**src/rtl/parallel_rx.sv**
```systemverilog
// Parallel command receiver: synchronises an external strobe, assembles BEATS words per
// command and hands each one off through a one-deep valid/ready buffer. Optional macro: PARALLEL_RX_TIMEOUT_EN.
module parallel_rx #(
  parameter int DAT_WIDTH      = 8,
  parameter int BEATS          = 8,
  parameter int SYNC_STAGES    = 2,
  parameter int TIMEOUT_CYCLES = 65535
) (
  input  logic                           clk,
  input  logic                           rst_n,
  input  logic                           par_clk,
  input  logic [DAT_WIDTH-1:0]           par_data,
  output logic [DAT_WIDTH*BEATS-1:0]     cmd,
  output logic                           cmd_valid,
  input  logic                           cmd_ready,
  output logic [$clog2(BEATS+1)-1:0]     beat_cnt,
  output logic                           overrun,
  output logic                           timeout
);

  // state     | meaning
  // WAIT_HIGH | waiting for a synchronised par_clk rise
  // SAMPLE    | capture par_data into the assembly register
  // WAIT_LOW  | waiting for par_clk fall; frame completes here
  // DELIVER   | move the finished frame into the output buffer

  localparam int CMD_W = DAT_WIDTH * BEATS;
  localparam int CNT_W = $clog2(BEATS + 1);

  typedef enum logic [1:0] {WAIT_HIGH, SAMPLE, WAIT_LOW, DELIVER} state_t;

  state_t              state, state_nxt;
  logic [SYNC_STAGES-1:0] sync_q;
  logic                sync_prev;
  logic                sync_cur;
  logic                rise, fall;
  logic [CMD_W-1:0]    asm_q;
  logic                timeout_fire;

  assign sync_cur = sync_q[SYNC_STAGES-1];
  assign rise     = sync_cur & ~sync_prev;
  assign fall     = ~sync_cur & sync_prev;

  always_ff @(posedge clk or negedge rst_n) begin
    if (!rst_n) begin
      sync_q    <= '0;
      sync_prev <= 1'b0;
    end else begin
      sync_q    <= {sync_q[SYNC_STAGES-2:0], par_clk};
      sync_prev <= sync_cur;
    end
  end

`ifdef PARALLEL_RX_TIMEOUT_EN
  localparam int TMR_W = $clog2(TIMEOUT_CYCLES + 1);
  localparam logic [TMR_W-1:0] TMR_LOAD = TMR_W'(TIMEOUT_CYCLES - 1);

  logic [TMR_W-1:0] tmr;
  logic             tmr_active;

  assign tmr_active   = (beat_cnt != '0) && ((state == WAIT_HIGH) || (state == WAIT_LOW));
  assign timeout_fire = tmr_active && (tmr == '0);

  // Down-counter reloaded on each capture; terminal count discards the partial frame.
  always_ff @(posedge clk or negedge rst_n) begin
    if (!rst_n) begin
      tmr <= '0;
    end else if (state == SAMPLE) begin
      tmr <= TMR_LOAD;
    end else if (tmr_active && (tmr != '0)) begin
      tmr <= tmr - TMR_W'(1);
    end
  end
`else
  assign timeout_fire = 1'b0;
`endif

  always_ff @(posedge clk or negedge rst_n) begin
    if (!rst_n) state <= WAIT_HIGH;
    else        state <= state_nxt;
  end

  always_comb begin
    state_nxt = state;
    case (state)
      WAIT_HIGH: if (rise) state_nxt = SAMPLE;
      SAMPLE:    state_nxt = WAIT_LOW;
      WAIT_LOW:  if (fall) state_nxt = (beat_cnt == CNT_W'(BEATS)) ? DELIVER : WAIT_HIGH;
      DELIVER:   state_nxt = WAIT_HIGH;
      default:   state_nxt = WAIT_HIGH;
    endcase
    if (timeout_fire) state_nxt = WAIT_HIGH;
  end

  always_ff @(posedge clk or negedge rst_n) begin
    if (!rst_n) begin
      asm_q     <= '0;
      beat_cnt  <= '0;
      cmd       <= '0;
      cmd_valid <= 1'b0;
      overrun   <= 1'b0;
      timeout   <= 1'b0;
    end else begin
      overrun <= 1'b0;
      timeout <= timeout_fire;
      if (cmd_valid && cmd_ready) cmd_valid <= 1'b0;
      case (state)
        SAMPLE: begin
          asm_q    <= {asm_q[CMD_W-DAT_WIDTH-1:0], par_data};
          beat_cnt <= beat_cnt + CNT_W'(1);
        end
        DELIVER: begin
          beat_cnt <= '0;
          // A full buffer only accepts the new frame if it is drained in this same cycle.
          if (!cmd_valid || cmd_ready) begin
            cmd       <= asm_q;
            cmd_valid <= 1'b1;
          end else begin
            overrun <= 1'b1;
          end
        end
        default: ;
      endcase
      if (timeout_fire) begin
        beat_cnt <= '0;
        asm_q    <= '0;
      end
    end
  end

endmodule

```
**config.mk**
```make
export PLATFORM = sky130hd
export DESIGN_NAME = parallel_rx
export DESIGN_NICKNAME = d
export VERILOG_FILES = /design/src/rtl/parallel_rx.sv
export SDC_FILE = /design/constraint.sdc
export NUM_CORES = 1
export LEC_CHECK = 0
export CAP_MARGIN = 20
export CORE_MARGIN = 1
export CORE_UTILIZATION = 35
export DETAILED_ROUTE_END_ITERATION = 10
export DONT_BUFFER_PORTS = 1
export GPL_TIMING_DRIVEN = 0
export PLACE_DENSITY = 0.51
export SLEW_MARGIN = 20
export SYNTH_ARGS = -nofsm -noshare
export SYNTH_HDL_FRONTEND = slang
export SYNTH_SLANG_ARGS = --single-unit
```
**constraint.sdc**
```tcl
create_clock -name clk -period 2.9 [get_ports clk]
set_clock_uncertainty 0.05 [all_clocks]
set_input_delay 0.87 -clock clk [delete_from_list [all_inputs] [get_ports clk]]
set_output_delay 0.87 -clock clk [all_outputs]
set_load 0.01 [all_outputs]
```
Word level (Yosys, flattened, before mapping)
Cells that the tools add are included.
{"block": "word_totals", "ff_bits": 139, "inputBits": 12, "out_inout_bits": 71, "elab_cells": 36}
{"block": "op_classes", "n_addsub": 1, "eq_ne": 6, "n_mux": 10, "n_bitwise": 4, "n_reduce_logical": 7}
{"operator": "$pmux W2 S4", "count": 1}
{"operator": "$pmux W4 S2", "count": 1}
{"operator": "$mux W2", "count": 3}
{"operator": "$mux W1", "count": 5}
{"operator": "$add A4 B1 Y4 const B", "count": 1}
{"operator": "$eq A2 B2 Y1 const B", "count": 2}
{"operator": "$eq A4 B4 Y1 const B", "count": 1}
{"operator": "$ne A2 B2 Y1 const B", "count": 2}
{"operator": "$reduce_and A2 Y1", "count": 2}
{"operator": "$and A1 B1 Y1", "count": 2}
{"operator": "$eq A2 B1 Y1 const B", "count": 1}
{"operator": "$logic_not A2 Y1", "count": 1}
{"operator": "$not A1 Y1", "count": 2}
{"operator": "$reduce_bool A2 Y1", "count": 1}
{"operator": "$logic_and A1 B1 Y1", "count": 1}
{"operator": "$logic_not A1 Y1", "count": 1}
{"operator": "$logic_or A1 B1 Y1", "count": 1}

Depth between registers and ports, before layout
{"block": "depth", "word_depth": 4, "ltp_mapped": 6}

Least setup slack after synthesis
Ideal clock, no wire load.
{"block": "synth_path", "kind": "in2reg", "startpoint": "in cmd_ready", "endpoint": "reg cmd[0]", "setup_ps": 125, "arrival_time_ps": 1731, "setup_slack_ps": 994, "cell_stages": 5, "path_cell_list": "nand2b_1 > nor2b_4 > buf_12 > buf_12 > mux2_4"}
{"block": "synth_between", "elab_chain_cells": 2}
{"item": "from (decl)", "line": "15", "text": "input logic cmd_ready,"}
{"item": "$logic_or A1 B1 Y1", "line": "115", "text": "if (!cmd_valid || cmd_ready) begin"}
{"item": "$reduce_and A2 Y1 (no source line)"}
{"item": "to (signal assigned)", "line": "116", "text": "cmd <= asm_q;"}
{"item": "to (decl)", "line": "13", "text": "output logic [DAT_WIDTH*BEATS-1:0] cmd,"}
No other way between the ends.
A chain may end at the register's enable or synchronous reset.

Worst setup path after layout
{"block": "layout_path", "startpoint": "reg beat_cnt[2]", "endpoint": "out beat_cnt[2]"}
{"item": "from (decl)", "line": "16", "text": "output logic [$clog2(BEATS+1)-1:0] beat_cnt,"}
{"item": "from (signal assigned)", "line": "110", "text": "beat_cnt <= beat_cnt + CNT_W'(1);"}
No word-level cell between the ends.

==> load_flow_metrics.sql <==
INSERT INTO impl_metrics (metric_group, metric, value, unit) VALUES
('synth', 'synth-warning-count', '0', ''),
('synth', 'synth-edff-count', '0', ''),
('timing', 'max_slew_margin', '66.50', '%'),
('routing', 'vias', '3125', ''),
('synth', 'number_of_storage_elements_in_the_synthesis_netlist', '139', ''),
('clock_network', 'tritoncts', 'built', ''),
('clock_network', 'clock_latency', '0.41', 'ns'),
('clock_network', 'cts-root-to-sink-buffers', '2', ''),
('synth', 'synthFlopType', 'sky130_fd_sc_hd__dfrtp_1', ''),
('clock_network', 'cts-hold-fix-buffers', '0', ''),
('setup_path', 'critical_path_endpoint_category', 'primary output', ''),
('routing', 'initial_drt_markers', '149', ''),
('pwr', 'peakVddDrop', '419.1', 'uV'),
('clock_network', 'cts_htree_levels', '4', ''),
('timing', 'max_freq', '557.9', 'MHz'),
('placed_design', 'dp_hpwl', '7.266', 'mm'),
('synth', 'fraction_of_the_mapped_netlist_area_in_compound_gates', '0.7639', '%'),
('die', 'dieWidth', '128.1', 'um'),
('die', 'core.rowCount', '45', ''),
('timing', 'timing_worst_slew_pin_value', '0.5025', 'ns'),
('pwr', 'p_leak', '3.265', 'nW'),
('synth', 'synth.largest_area_cell', 'sky130_fd_sc_hd__dfrtp_1', ''),
('synth', 'synth_adder_area_share', '0.4493', '%'),
('clock_network', 'clk_transition_reported_paths', '0.06', 'ns'),
('synth', 'postSynthCellCount', '449', ''),
('status', 'outcome', 'finished, final reports clean', ''),
('global_routing', 'grt_first_pass_wirelength', '18.61', 'mm'),
('timing', 'final.setup.tns', '0', 'ns'),
('synth', 'post-synth-top-area-fraction', '62.46', '%'),
('synth', 'ys_top_cells_by_area', 'sky130_fd_sc_hd__dfrtp_1 62%, sky130_fd_sc_hd__mux2_4 16%, sky130_fd_sc_hd__nand2_1 13%', ''),
('clock_network', 'clock-sinks', '139', ''),
('routing', 'detail-route-antenna-nets', '0', ''),
('placed_design', 'place_congestion', '0.7400', ''),
('hold_path', 'timing.hold.worst.class', 'in -> async', ''),
('setup_path', 'cp_data_required_time', '1.98', 'ns'),
('timing', 'rsz0062_at_grt', 'false', ''),
('die', 'initial_utilization', '36.23', '%'),
('timing', 'period_utilization', '61.81', '%'),
('clock_network', 'post_cts_buffers', '0', ''),
('placed_design', 'io_buffer_count', '0', ''),
('cells_and_area', 'net_total_in_the_final_layout', '482', ''),
('setup_path', 'crit_type', 'reg -> out', ''),
('cells_and_area', 'antennaDiodeCount', '0', ''),
('synth', 'muxShareOfSynthArea', '16.98', '%'),
('timing', 'final_critical_path_setup_slack', '1.108', 'ns'),
('cells_and_area', 'final_area', '6397', 'um2'),
('die', 'io-pin-count', '83', ''),
('synth', 'yosysMostFrequentCell', 'sky130_fd_sc_hd__nand2_1', ''),
('pwr', 'power-per-cell-area', '1080', 'nW/um2'),
('routing', 'routed_wl', '11.10', 'mm'),
('synth', 'synth.cells.most_frequent', '195 x sky130_fd_sc_hd__nand2_1, 139 x sky130_fd_sc_hd__dfrtp_1, 60 x sky130_fd_sc_hd__mux2_4', ''),
('die', 'die_area', '16420', 'um2'),
('timing', 'final-setup-viol-count', '0', ''),
('run', 'max_cap_viol_count', '0', ''),
('synth', 'mapped_cell_area', '5569', 'um2'),
('global_routing', 'grt_use_total', '15.26', '%'),
('global_routing', 'grt_overflow_total', '0', ''),
('synth', 'xor_xnor_share_of_the_synthesized_area', '0', '%'),
('synth', 'synthDistinctLibCells', '28', ''),
('synth', 'largest_family_of_logic_cells_by_synthesized_area', 'multiplexers', ''),
('routing', 'detail_route.first_pass.iterations', '4', ''),
('synth', 'synth-async-reset-ratio', '100.0', '%'),
('setup_path', 'crit_arrival', '0.87', 'ns'),
('clock_network', 'cts_buffers', '17', ''),
('routing', 'wire_per_inst', '16.04', 'um'),
('timing', 'finalHoldViolations', '0', ''),
('synth', 'postSynthAreaPerCell', '12.40', 'um2'),
('setup_path', 'worst_setup_path_start_kind', 'flop', ''),
('timing', 'period_minus_slack', '1.792', 'ns'),
('routing', 'number_of_remaining_drc_errors', '0', ''),
('cells_and_area', 'area_growth', '14.87', '%');
## final timing paths
check	cells after the start	start	slack, ns	endpoint
min reg2reg	0	sync_q[0]	0.30	sync_q[1]
max in group asynchronous	0	rst_n	2.40	asm_q[63]
min	0	rst_n	0.11	cmd[61]
min in group clk	0	sync_q[0]	0.30	sync_q[1]
max	0	beat_cnt[2]	1.11	beat_cnt[2]
max reg2reg	5	state[1]	1.30	cmd[6]
## cells by family after synthesis
| logic type | count (synthesis) |
|---|---|
| buf+inv | 26 |
| simple gates | 210 |
| compound gates | 7 |
| flops | 139 |
| mux | 64 |
| other cells | 1 |
| fa+ha+maj | 2 |
## area by class of cell
type,count,area (um2)
Tap cell,211,264.0
Multi-Input combinational cell,284,1859
Sequential cell,139,3478
Clock inverter,8,92.59
Clock buffer,24,471.7
Buffer,23,220.2
Fill cell,1462,8974
Inverter,3,11.26
## flip-flops by register name (all words and copies together) (netlist names)
register,flops
asm_q,64
beat_cnt,4
cmd,64
cmd_valid,1
overrun,1
state,2
sync_prev,1
sync_q,2
## power by group
| part | internal (mW) | switching, mW |
|---|---|---|
| clock network | 1.30 | 0.774 |
| logic | 0.782 | 0.540 |
| registers | 2.68 | 0.824 |
## layout by cell type (no fill, tap or decap), types with 3 or more instances in the layout
master                      count
sky130_fd_sc_hd__buf_12         7
sky130_fd_sc_hd__nand2b_1       3
sky130_fd_sc_hd__clkbuf_1       9
sky130_fd_sc_hd__clkbuf_16     17
sky130_fd_sc_hd__dfrtp_1      139
sky130_fd_sc_hd__o21ai_0        3
sky130_fd_sc_hd__buf_2         10
sky130_fd_sc_hd__mux2_4        60
sky130_fd_sc_hd__nand2_1      195
sky130_fd_sc_hd__inv_1          3
sky130_fd_sc_hd__clkinv_2       5
sky130_fd_sc_hd__mux2_2         4
## per-stage QoR
stage          hold WS [ns]  total power, mW  util [%]  cells
2_1_floorplan        0.2812            4.441         -    449
3_3_place_gp         0.2858            4.823     37.95    660
3_5_place_dp         0.2871            4.886     37.95    660
4_1_cts             0.07703            7.006     41.62    692
5_1_grt             0.07841            7.362     41.62    692
6_report             0.1067            6.907     41.62    692
## routing by layer
| metal | vias up | track usage [%] | wire (um) |
|---|---|---|---|
| li1 | 1472 | - | - |
| met1 | 1559 | 19.43 | 5116 |
| met2 | 78 | 22.99 | 5082 |
| met3 | 16 | 6.093 | 686 |
| met4 | 0 | 6.436 | 217 |
| met5 | - | 0 | 0 |
## worst reg2reg max path: cells and delay by family, from the launching register on
| family | cells | cell delay, ns |
|---|---|---|
| and+or+nand+nor | 2 | 0.28 |
| muxes | 1 | 0.31 |
| buffers and inverters | 2 | 0.35 |
| DFF | 1 | 0.50 |
(Power assumes the default switching activity.)
